[src/rtl/instr_fetch_unit.sv]
// instr_fetch_unit
//   Instruction-fetch stage of the multi-cycle RV32I core. A fetch_start pulse issues one read
//   to instruction memory over a req/gnt/rvalid bus. The returned word is captured in the
//   instruction register and handed to the decoder with a valid/ready handshake. Flush,
//   misaligned pc and a memory timeout are handled here.
//
//   Ports
//     clk, rst_n                  clock (rising edge), async active-low reset
//     pc_in, fetch_start          fetch address and single-cycle fetch request
//     flush                       abandon the current fetch (redirect)
//     mem_req, mem_addr           read request / address to instruction memory
//     mem_gnt, mem_rvalid,
//     mem_rdata                   memory grant, read-data valid, read data
//     instr_valid, instr_ready    decoder handshake
//     instr, instr_pc             instruction register and the address it came from
//     misaligned_fault, bus_error single-cycle fault pulses
//     busy                        fetch in progress (REQ, WAIT, HOLD)
//
//   state  | meaning
//   -------+-------------------------------------------------------------
//   IDLE   | no fetch outstanding, waiting for fetch_start
//   REQ    | mem_req asserted, waiting for mem_gnt
//   WAIT   | request granted, waiting for mem_rvalid (dropped if discard)
//   HOLD   | IR valid, waiting for the decoder to take it
module instr_fetch_unit #(
    parameter int              XLEN           = 32,
    parameter int              TIMEOUT_CYCLES = 16,
    parameter logic [XLEN-1:0] NOP_INSTR      = 32'h0000_0013
) (
    input  logic            clk,
    input  logic            rst_n,
    input  logic [XLEN-1:0] pc_in,
    input  logic            fetch_start,
    input  logic            flush,
    output logic            mem_req,
    output logic [XLEN-1:0] mem_addr,
    input  logic            mem_gnt,
    input  logic            mem_rvalid,
    input  logic [XLEN-1:0] mem_rdata,
    output logic            instr_valid,
    input  logic            instr_ready,
    output logic [XLEN-1:0] instr,
    output logic [XLEN-1:0] instr_pc,
    output logic            misaligned_fault,
    output logic            bus_error,
    output logic            busy
);

    // One spare bit so the timer can run one past the limit (grant on the last REQ cycle,
    // or a flush on the limit cycle) without wrapping.
    localparam int            TW     = $clog2(TIMEOUT_CYCLES) + 1;
    localparam logic [TW-1:0] T_LAST = TW'(TIMEOUT_CYCLES - 1);

    typedef enum logic [1:0] {S_IDLE, S_REQ, S_WAIT, S_HOLD} state_t;

    state_t          state_q, state_d;
    logic [TW-1:0]   timer_q, timer_d;
    logic            discard_q, discard_d;
    logic [XLEN-1:0] mem_addr_d, instr_d, instr_pc_d;
    logic            valid_d, fault_d, berr_d;
    logic            aligned, timeout;

    assign aligned = (pc_in[1:0] == 2'b00);
    // ">=" rather than "==" so a grant on the final REQ cycle still times out in WAIT.
    assign timeout = (timer_q >= T_LAST);

    always_comb begin
        state_d    = state_q;
        timer_d    = timer_q;
        discard_d  = discard_q;
        mem_addr_d = mem_addr;
        instr_d    = instr;
        instr_pc_d = instr_pc;
        valid_d    = instr_valid;
        fault_d    = 1'b0;
        berr_d     = 1'b0;

        unique case (state_q)
            S_IDLE: begin
                if (fetch_start && !flush) begin
                    if (aligned) begin
                        state_d    = S_REQ;
                        mem_addr_d = pc_in;
                        timer_d    = '0;
                    end else begin
                        fault_d = 1'b1;
                    end
                end
            end

            S_REQ: begin
                timer_d = timer_q + TW'(1);
                if (mem_gnt) begin
                    if (flush) begin
                        // Data already returning with the grant is simply dropped.
                        if (mem_rvalid) begin
                            state_d = S_IDLE;
                        end else begin
                            state_d   = S_WAIT;
                            discard_d = 1'b1;
                        end
                    end else if (mem_rvalid) begin
                        state_d    = S_HOLD;
                        instr_d    = mem_rdata;
                        instr_pc_d = mem_addr;
                        valid_d    = 1'b1;
                    end else begin
                        state_d = S_WAIT;
                    end
                end else if (flush) begin
                    state_d = S_IDLE;
                end else if (timeout) begin
                    state_d = S_IDLE;
                    berr_d  = 1'b1;
                    instr_d = NOP_INSTR;
                    valid_d = 1'b0;
                end
            end

            S_WAIT: begin
                timer_d = timer_q + TW'(1);
                if (mem_rvalid) begin
                    if (discard_q || flush) begin
                        state_d   = S_IDLE;
                        discard_d = 1'b0;
                    end else begin
                        state_d    = S_HOLD;
                        instr_d    = mem_rdata;
                        instr_pc_d = mem_addr;
                        valid_d    = 1'b1;
                    end
                end else if (flush) begin
                    discard_d = 1'b1;
                end else if (timeout) begin
                    state_d   = S_IDLE;
                    discard_d = 1'b0;
                    // A fetch that was already abandoned ends quietly.
                    if (!discard_q) begin
                        berr_d  = 1'b1;
                        instr_d = NOP_INSTR;
                        valid_d = 1'b0;
                    end
                end
            end

            S_HOLD: begin
                if (flush) begin
                    state_d = S_IDLE;
                    valid_d = 1'b0;
                end else if (instr_ready) begin
                    state_d = S_IDLE;
                    valid_d = 1'b0;
                    if (fetch_start) begin
                        if (aligned) begin
                            state_d    = S_REQ;
                            mem_addr_d = pc_in;
                            timer_d    = '0;
                        end else begin
                            fault_d = 1'b1;
                        end
                    end
                end
            end

            default: state_d = S_IDLE;
        endcase
    end

    always_ff @(posedge clk or negedge rst_n) begin
        if (!rst_n) begin
            state_q          <= S_IDLE;
            timer_q          <= '0;
            discard_q        <= 1'b0;
            mem_req          <= 1'b0;
            mem_addr         <= '0;
            instr            <= NOP_INSTR;
            instr_pc         <= '0;
            instr_valid      <= 1'b0;
            misaligned_fault <= 1'b0;
            bus_error        <= 1'b0;
            busy             <= 1'b0;
        end else begin
            state_q          <= state_d;
            timer_q          <= timer_d;
            discard_q        <= discard_d;
            mem_req          <= (state_d == S_REQ);
            mem_addr         <= mem_addr_d;
            instr            <= instr_d;
            instr_pc         <= instr_pc_d;
            instr_valid      <= valid_d;
            misaligned_fault <= fault_d;
            bus_error        <= berr_d;
            busy             <= (state_d != S_IDLE);
        end
    end

endmodule

[config.mk]
export PLATFORM = sky130hd
export DESIGN_NAME = instr_fetch_unit
export DESIGN_NICKNAME = d
export VERILOG_FILES = /design/src/rtl/instr_fetch_unit.sv
export SDC_FILE = /design/constraint.sdc
export NUM_CORES = 1
export LEC_CHECK = 0
export ABC_AREA = 1
export BUFFER_PORTS_ARGS = -buffer_cell sky130_fd_sc_hd__buf_4
export CORE_MARGIN = 1
export CORE_UTILIZATION = 50
export CTS_CLUSTER_SIZE = 16
export DETAILED_ROUTE_END_ITERATION = 8
export HOLD_SLACK_MARGIN = 0.06
export PLACE_DENSITY = 0.87
export RECOVER_POWER = 50
export SETUP_SLACK_MARGIN = 0.15
export SLEW_MARGIN = 20
export SYNTH_ARGS = -nofsm -noshare
export SYNTH_HDL_FRONTEND = slang
export SYNTH_SLANG_ARGS = --single-unit
[constraint.sdc]
create_clock -name clk -period 2 [get_ports clk]
set_input_delay 0.2 -clock clk [delete_from_list [all_inputs] [get_ports clk]]
set_output_delay 0.2 -clock clk [all_outputs]
set_load 0.1 [all_outputs]
* Word-level counts from Yosys, hierarchy flattened
Cells that the tools add are included.
** Cells by class
- Reductions and logical operators :: 16
- Muxes and demuxes :: 79
- Equal/unequal tests :: 24
- Add/subtract/negate cells :: 1
- Magnitude comparators :: 1
** Operators with widths (number)
- $mux W32 :: 20
- $pmux W32 S2 :: 3
- $mux W1 :: 33
- $mux W5 :: 5
- $mux W2 :: 12
- $ne A3 B3 Y1 const B :: 8
- $ne A2 B2 Y1 const B :: 11
- $pmux W5 S3 :: 1
- $reduce_and A6 Y1 :: 2
- $reduce_and A9 Y1 :: 1
- $pmux W2 S4 :: 1
- $reduce_and A8 Y1 :: 1
- $pmux W1 S2 :: 3
- $reduce_bool A2 Y1 :: 3
- $add A5 B1 Y5 const B :: 1
- $ge A5 B4 Y1 const B :: 1
- $reduce_and A5 Y1 :: 1
- $eq A2 B1 Y1 const B :: 2
- $eq A2 B2 Y1 const B :: 2
- $logic_not A2 Y1 :: 2
- $ne A4 B4 Y1 const B :: 1
- $reduce_and A4 Y1 :: 1
- $pmux W1 S3 :: 1
- $reduce_bool A3 Y1 :: 1
- 4 further kinds :: 4
** Storage, ports and cells
- Input bits :: 71
- Output and inout bits :: 101
- Register bits :: 109

* Longest topological paths before layout
- Depth after elaboration :: 7
- Mapped depth :: 14

* Least setup slack after synthesis
OpenSTA, ideal clock, no wires.
- Kind :: reg2reg
- Start :: reg timer_q[0]
- End :: reg instr[23]
- Data arrival time :: 1741 ps
- Stages on the path, launching flop included :: 15
- Clock period less this slack :: 1863 ps
- Setup slack :: 137 ps
- Setup time :: 122 ps
- Path buffers :: 1
- Data required time :: 1878 ps
- Cell sequence :: dfrtp_1 ha_1 inv_1 nor3_1 ha_1 nor2_1 nand2_2 nand2_2 nand2_2 nand2_2 nor2_4 inv_4 buf_6 nand2_1 nand2_1
** On the way
- Longest elaborated chain between the ends :: 3
- Elaborated cells between the ends (all ways) :: 4
** Ends and longest elaborated chain
- start: declaration :: line 57 : logic [TW-1:0] timer_q, timer_d;
- start signal: assignment :: line 184 : timer_q <= timer_d;
- $ge A5 B4 Y1 (*) :: line 65 : assign timeout = (timer_q >= T_LAST);
- $ne A3 B3 Y1 (no line)
- $reduce_and A8 Y1 (no line) (*)
- end signal: assignment :: line 188 : instr <= instr_d;
- end: declaration :: line 42 : output logic [XLEN-1:0] instr,
Every way passes the cells marked *; elsewhere a longest branch is shown, timed or not.
A chain may end at the register's enable or synchronous reset.

* Worst setup path in the final report
- Start :: reg timer_q[1]
- End :: reg instr[28]
Same word-level chain as after synthesis.

==> flow_results.xml <==
<?xml version="1.0" encoding="UTF-8"?>
<metrics>
  <group name="timing">
    <metric name="max_slew.worst_pin.slew" unit="ps">820</metric>
    <metric name="period_needed" unit="ps">1870</metric>
    <metric name="hold_violations" unit="">0</metric>
    <metric name="fmax" unit="GHz">0.534</metric>
    <metric name="worst_slew_margin_rel" unit="%">45.4</metric>
    <metric name="min_period_over_period" unit="%">93.6</metric>
    <metric name="totalNegativeSetupSlack" unit="ps">0</metric>
    <metric name="setup_viol" unit="">0</metric>
    <metric name="worst_skew" unit="ps">13.0</metric>
    <metric name="timing_max_transition_violations_final" unit="">0</metric>
    <metric name="rsz_0062_raised_after_global_routing" unit="">true</metric>
  </group>
  <group name="synth">
    <metric name="dominantRegCellSynth" unit="">sky130_fd_sc_hd__dfrtp_1</metric>
    <metric name="postSynthNetCount" unit="">649</metric>
    <metric name="async_reset_ff_share" unit="%">100</metric>
    <metric name="synthesis.yosys.warnings" unit="">0</metric>
    <metric name="syn-cell-area" unit="µm²">4820</metric>
    <metric name="netlist.area_leader.share" unit="%">55.1</metric>
    <metric name="synth.most_common_cell" unit="">sky130_fd_sc_hd__nand2_1</metric>
    <metric name="synth_top_area_cell" unit="">sky130_fd_sc_hd__dfrtp_1</metric>
    <metric name="post_synth.cell_area_avg" unit="µm²">8.42</metric>
    <metric name="synth_seq_cells" unit="">109</metric>
    <metric name="ys_top_cells_by_count" unit="">sky130_fd_sc_hd__nand2_1 (177), sky130_fd_sc_hd__dfrtp_1 (106), sky130_fd_sc_hd__inv_1 (85)</metric>
    <metric name="synthCells" unit="">572</metric>
    <metric name="number_of_synthesized_flops_with_an_enable_pin" unit="">0</metric>
    <metric name="ys_types" unit="">33</metric>
    <metric name="synth_sequential_area_ratio" unit="%">56.7</metric>
    <metric name="synth_area_leaders" unit="">sky130_fd_sc_hd__dfrtp_1 (55%), sky130_fd_sc_hd__nand2_1 (14%), sky130_fd_sc_hd__inv_1 (6.6%)</metric>
  </group>
  <group name="drt">
    <metric name="post_drt_via_cell_ratio" unit="">5.11</metric>
    <metric name="drc" unit="">0</metric>
    <metric name="wl_per_cell" unit="µm">15.9</metric>
    <metric name="dr.first_iter.drc_count" unit="">251</metric>
    <metric name="wirelength" unit="µm">14800</metric>
    <metric name="vias" unit="">4764</metric>
    <metric name="drt_first_pass_iters" unit="">5</metric>
    <metric name="antenna_violating_nets_post_route" unit="">0</metric>
  </group>
  <group name="clocking">
    <metric name="cts_tree" unit="">built</metric>
    <metric name="numCtsBuffers" unit="">9</metric>
    <metric name="cts_buffer_depth" unit="">2</metric>
    <metric name="cts_htree_levels" unit="">3</metric>
    <metric name="cts.reportedPaths.clkPinSlew" unit="ps">110</metric>
    <metric name="cts-root-buf" unit="">sky130_fd_sc_hd__clkbuf_8</metric>
    <metric name="clk-insertion-delay-late" unit="ps">360</metric>
    <metric name="clkSinkCount" unit="">109</metric>
  </group>
  <group name="grt">
    <metric name="grt_max_degree" unit="">53</metric>
    <metric name="global_router_s_overall_resource_usage" unit="%">27.5</metric>
    <metric name="wire_length_of_the_first_global_routing_pass" unit="µm">21400</metric>
    <metric name="number_of_global_route_vias_before_repair" unit="">4477</metric>
    <metric name="grt_antenna_before_repair" unit="">0</metric>
    <metric name="globalRoute.totalOverflow" unit="">0</metric>
  </group>
  <group name="layout">
    <metric name="nNetsFinal" unit="">876</metric>
    <metric name="antenna_cells_inserted" unit="">0</metric>
    <metric name="fraction_of_layout_instances_using_a_drive_strength_above_1" unit="%">32.9</metric>
    <metric name="layout.filler_cells" unit="">632</metric>
    <metric name="layout-area-overhead-vs-synth" unit="%">47.6</metric>
  </group>
  <group name="setup_path">
    <metric name="critical_path.endpoint_type" unit="">flip-flop</metric>
    <metric name="crit_path_frequent_cell" unit="">sky130_fd_sc_hd__nand2_4</metric>
    <metric name="max_stage_delay" unit="ps">400</metric>
    <metric name="critical_path.max_fanout" unit="">11</metric>
    <metric name="worst-endpoint-required" unit="ps">2250</metric>
    <metric name="criticalPathCategory" unit="">flip-flop to flip-flop</metric>
    <metric name="start_kind" unit="">flip-flop</metric>
    <metric name="cp_data_arrival_time" unit="ps">2120</metric>
    <metric name="critical_path_cell_with_the_highest_stage_delay" unit="">sky130_fd_sc_hd__dfrtp_1</metric>
    <metric name="crit_path_cell_trace" unit="">ha_2, inv_2, nor3_2, ha_2, nor2_4, nand2_4, nand2_4, nand2_4, nand2_4, nor2_4, buf_12, buf_16, nand2_1, nand2_1</metric>
    <metric name="ff2ff_setup_slack" unit="ps">130</metric>
  </group>
  <group name="floorplan">
    <metric name="io_pins" unit="">172</metric>
    <metric name="chipWidth" unit="µm">100</metric>
    <metric name="die-area" unit="µm²">10000</metric>
    <metric name="core" unit="µm²">9280</metric>
    <metric name="placementRows" unit="">35</metric>
    <metric name="effective_utilization_at_floorplan" unit="%">51.9</metric>
    <metric name="chipHeight" unit="µm">100</metric>
  </group>
  <group name="placed_design">
    <metric name="port_buffers" unit="">171</metric>
    <metric name="finalWeightedCongestion" unit="">0.869</metric>
    <metric name="dp_hpwl" unit="µm">9320</metric>
  </group>
  <group name="hold_path">
    <metric name="timing.hold.worst.class" unit="">input pin to flip-flop</metric>
  </group>
  <group name="run">
    <metric name="cap_viol_max_count" unit="">0</metric>
  </group>
  <group name="status">
    <metric name="status" unit="">completed</metric>
  </group>
</metrics>
[logic make-up (layout without fill, tap and decap cells)]
family                   Yosys count  after routing  synth area share (%)
AND/OR/NAND/NOR                  252            252                  21.1
buffers and inverters            111            342                  10.1
flip-flops                       109            109                  56.7
AO/OA/AOI/OAI                     92             92                  10.2
adder cells (fa/ha/maj)            6              6                  1.56
XOR/XNOR                           1              1                 0.182
multiplexers                       1              1                 0.208
[routing by layer]
metal,up-vias,GRT usage (%),part of all wire (%)
li1,2215,-,-
met1,2285,32.7,39
met2,216,48.9,52
met3,48,4.60,5.4
met4,0,12.3,4.0
met5,-,0,0
[cell usage in the layout, fill, tap and decap left out, types with 5 or more instances in the layout]
| master | instances |
|---|---|
| sky130_fd_sc_hd__dfrtp_1 | 105 |
| sky130_fd_sc_hd__clkbuf_2 | 52 |
| sky130_fd_sc_hd__inv_1 | 81 |
| sky130_fd_sc_hd__inv_2 | 6 |
| sky130_fd_sc_hd__o21ai_2 | 7 |
| sky130_fd_sc_hd__nand2_4 | 5 |
| sky130_fd_sc_hd__nand2_1 | 174 |
| sky130_fd_sc_hd__nand2_2 | 5 |
| sky130_fd_sc_hd__buf_12 | 7 |
| sky130_fd_sc_hd__buf_4 | 137 |
| sky130_fd_sc_hd__o21ai_0 | 44 |
| sky130_fd_sc_hd__clkbuf_8 | 9 |
| sky130_fd_sc_hd__a21oi_1 | 7 |
| sky130_fd_sc_hd__nor2_1 | 45 |
| sky130_fd_sc_hd__o21ai_1 | 26 |
| sky130_fd_sc_hd__nand3_1 | 10 |
| sky130_fd_sc_hd__dlygate4sd3_1 | 30 |
[state kept, by name, summed over array words and instances, names as in the netlist]
signal,flops
instr,32
instr_pc,32
mem_addr,32
bus_error,1
misaligned_fault,1
mem_req,1
timer_q,5
state_q,2
discard_q,1
busy,1
instr_valid,1
[critical path: cells and delay by family, from the launching register on]
kind	cells	cell delay [ps]
flip-flops	1	400
AND/OR/NAND/NOR	9	610
buffers and inverters	3	360
adder cells (fa/ha/maj)	2	390
[through the flow]
stage / setup WS [ps] / util [%] / cells / area (µm²) / hold slack [ps]
final: 128 / 76.6 / 932 / 7110 / 63.8
after global routing: 40.8 / 76.6 / 932 / 7110 / 65.4
after CTS: 136 / 75.2 / 920 / 6990 / 62.7
after detailed placement: 44.0 / 68.4 / 869 / 6350 / 174
after global placement: 158 / 68.4 / 869 / 6350 / 172
after floorplan: 155 / - / 572 / 4830 / -95.6
[path summary, 6_finish.rpt]
check,endpoint,start,depth (start not counted)
min reg2reg,instr[0],instr[0],2
max reg2reg,instr[28],timer_q[1],14
min,mem_addr[21],pc_in[21],3
max in group asynchronous,mem_addr[6],rst_n,3
min in group asynchronous,instr_pc[18],rst_n,2
max,instr[28],timer_q[1],14
[timing repair]
action	CTS	global route
setup endpoints to repair	38	94
pin swaps	7	6
setup buffers	5	5
endpoints found under the hold margin	57	1
hold buffers	29	1
gates cloned	2	6
gates resized for setup	13	36
[area by class of cell]
| class | count | area [µm²] | share of cell area, % |
|---|---|---|---|
| well taps | 129 | 161 | 2.27 |
| clock buffers | 9 | 124 | 1.74 |
| multi-input cells | 352 | 1740 | 24.4 |
| flip-flops and latches | 109 | 2730 | 38.4 |
| clock inverters | 6 | 82.6 | 1.16 |
| inverters | 90 | 358 | 5.03 |
| repair buffers | 237 | 1920 | 26.9 |
Power is not shown: default switching activity piles up to over one toggle a cycle in this logic, so the estimate is an artifact.
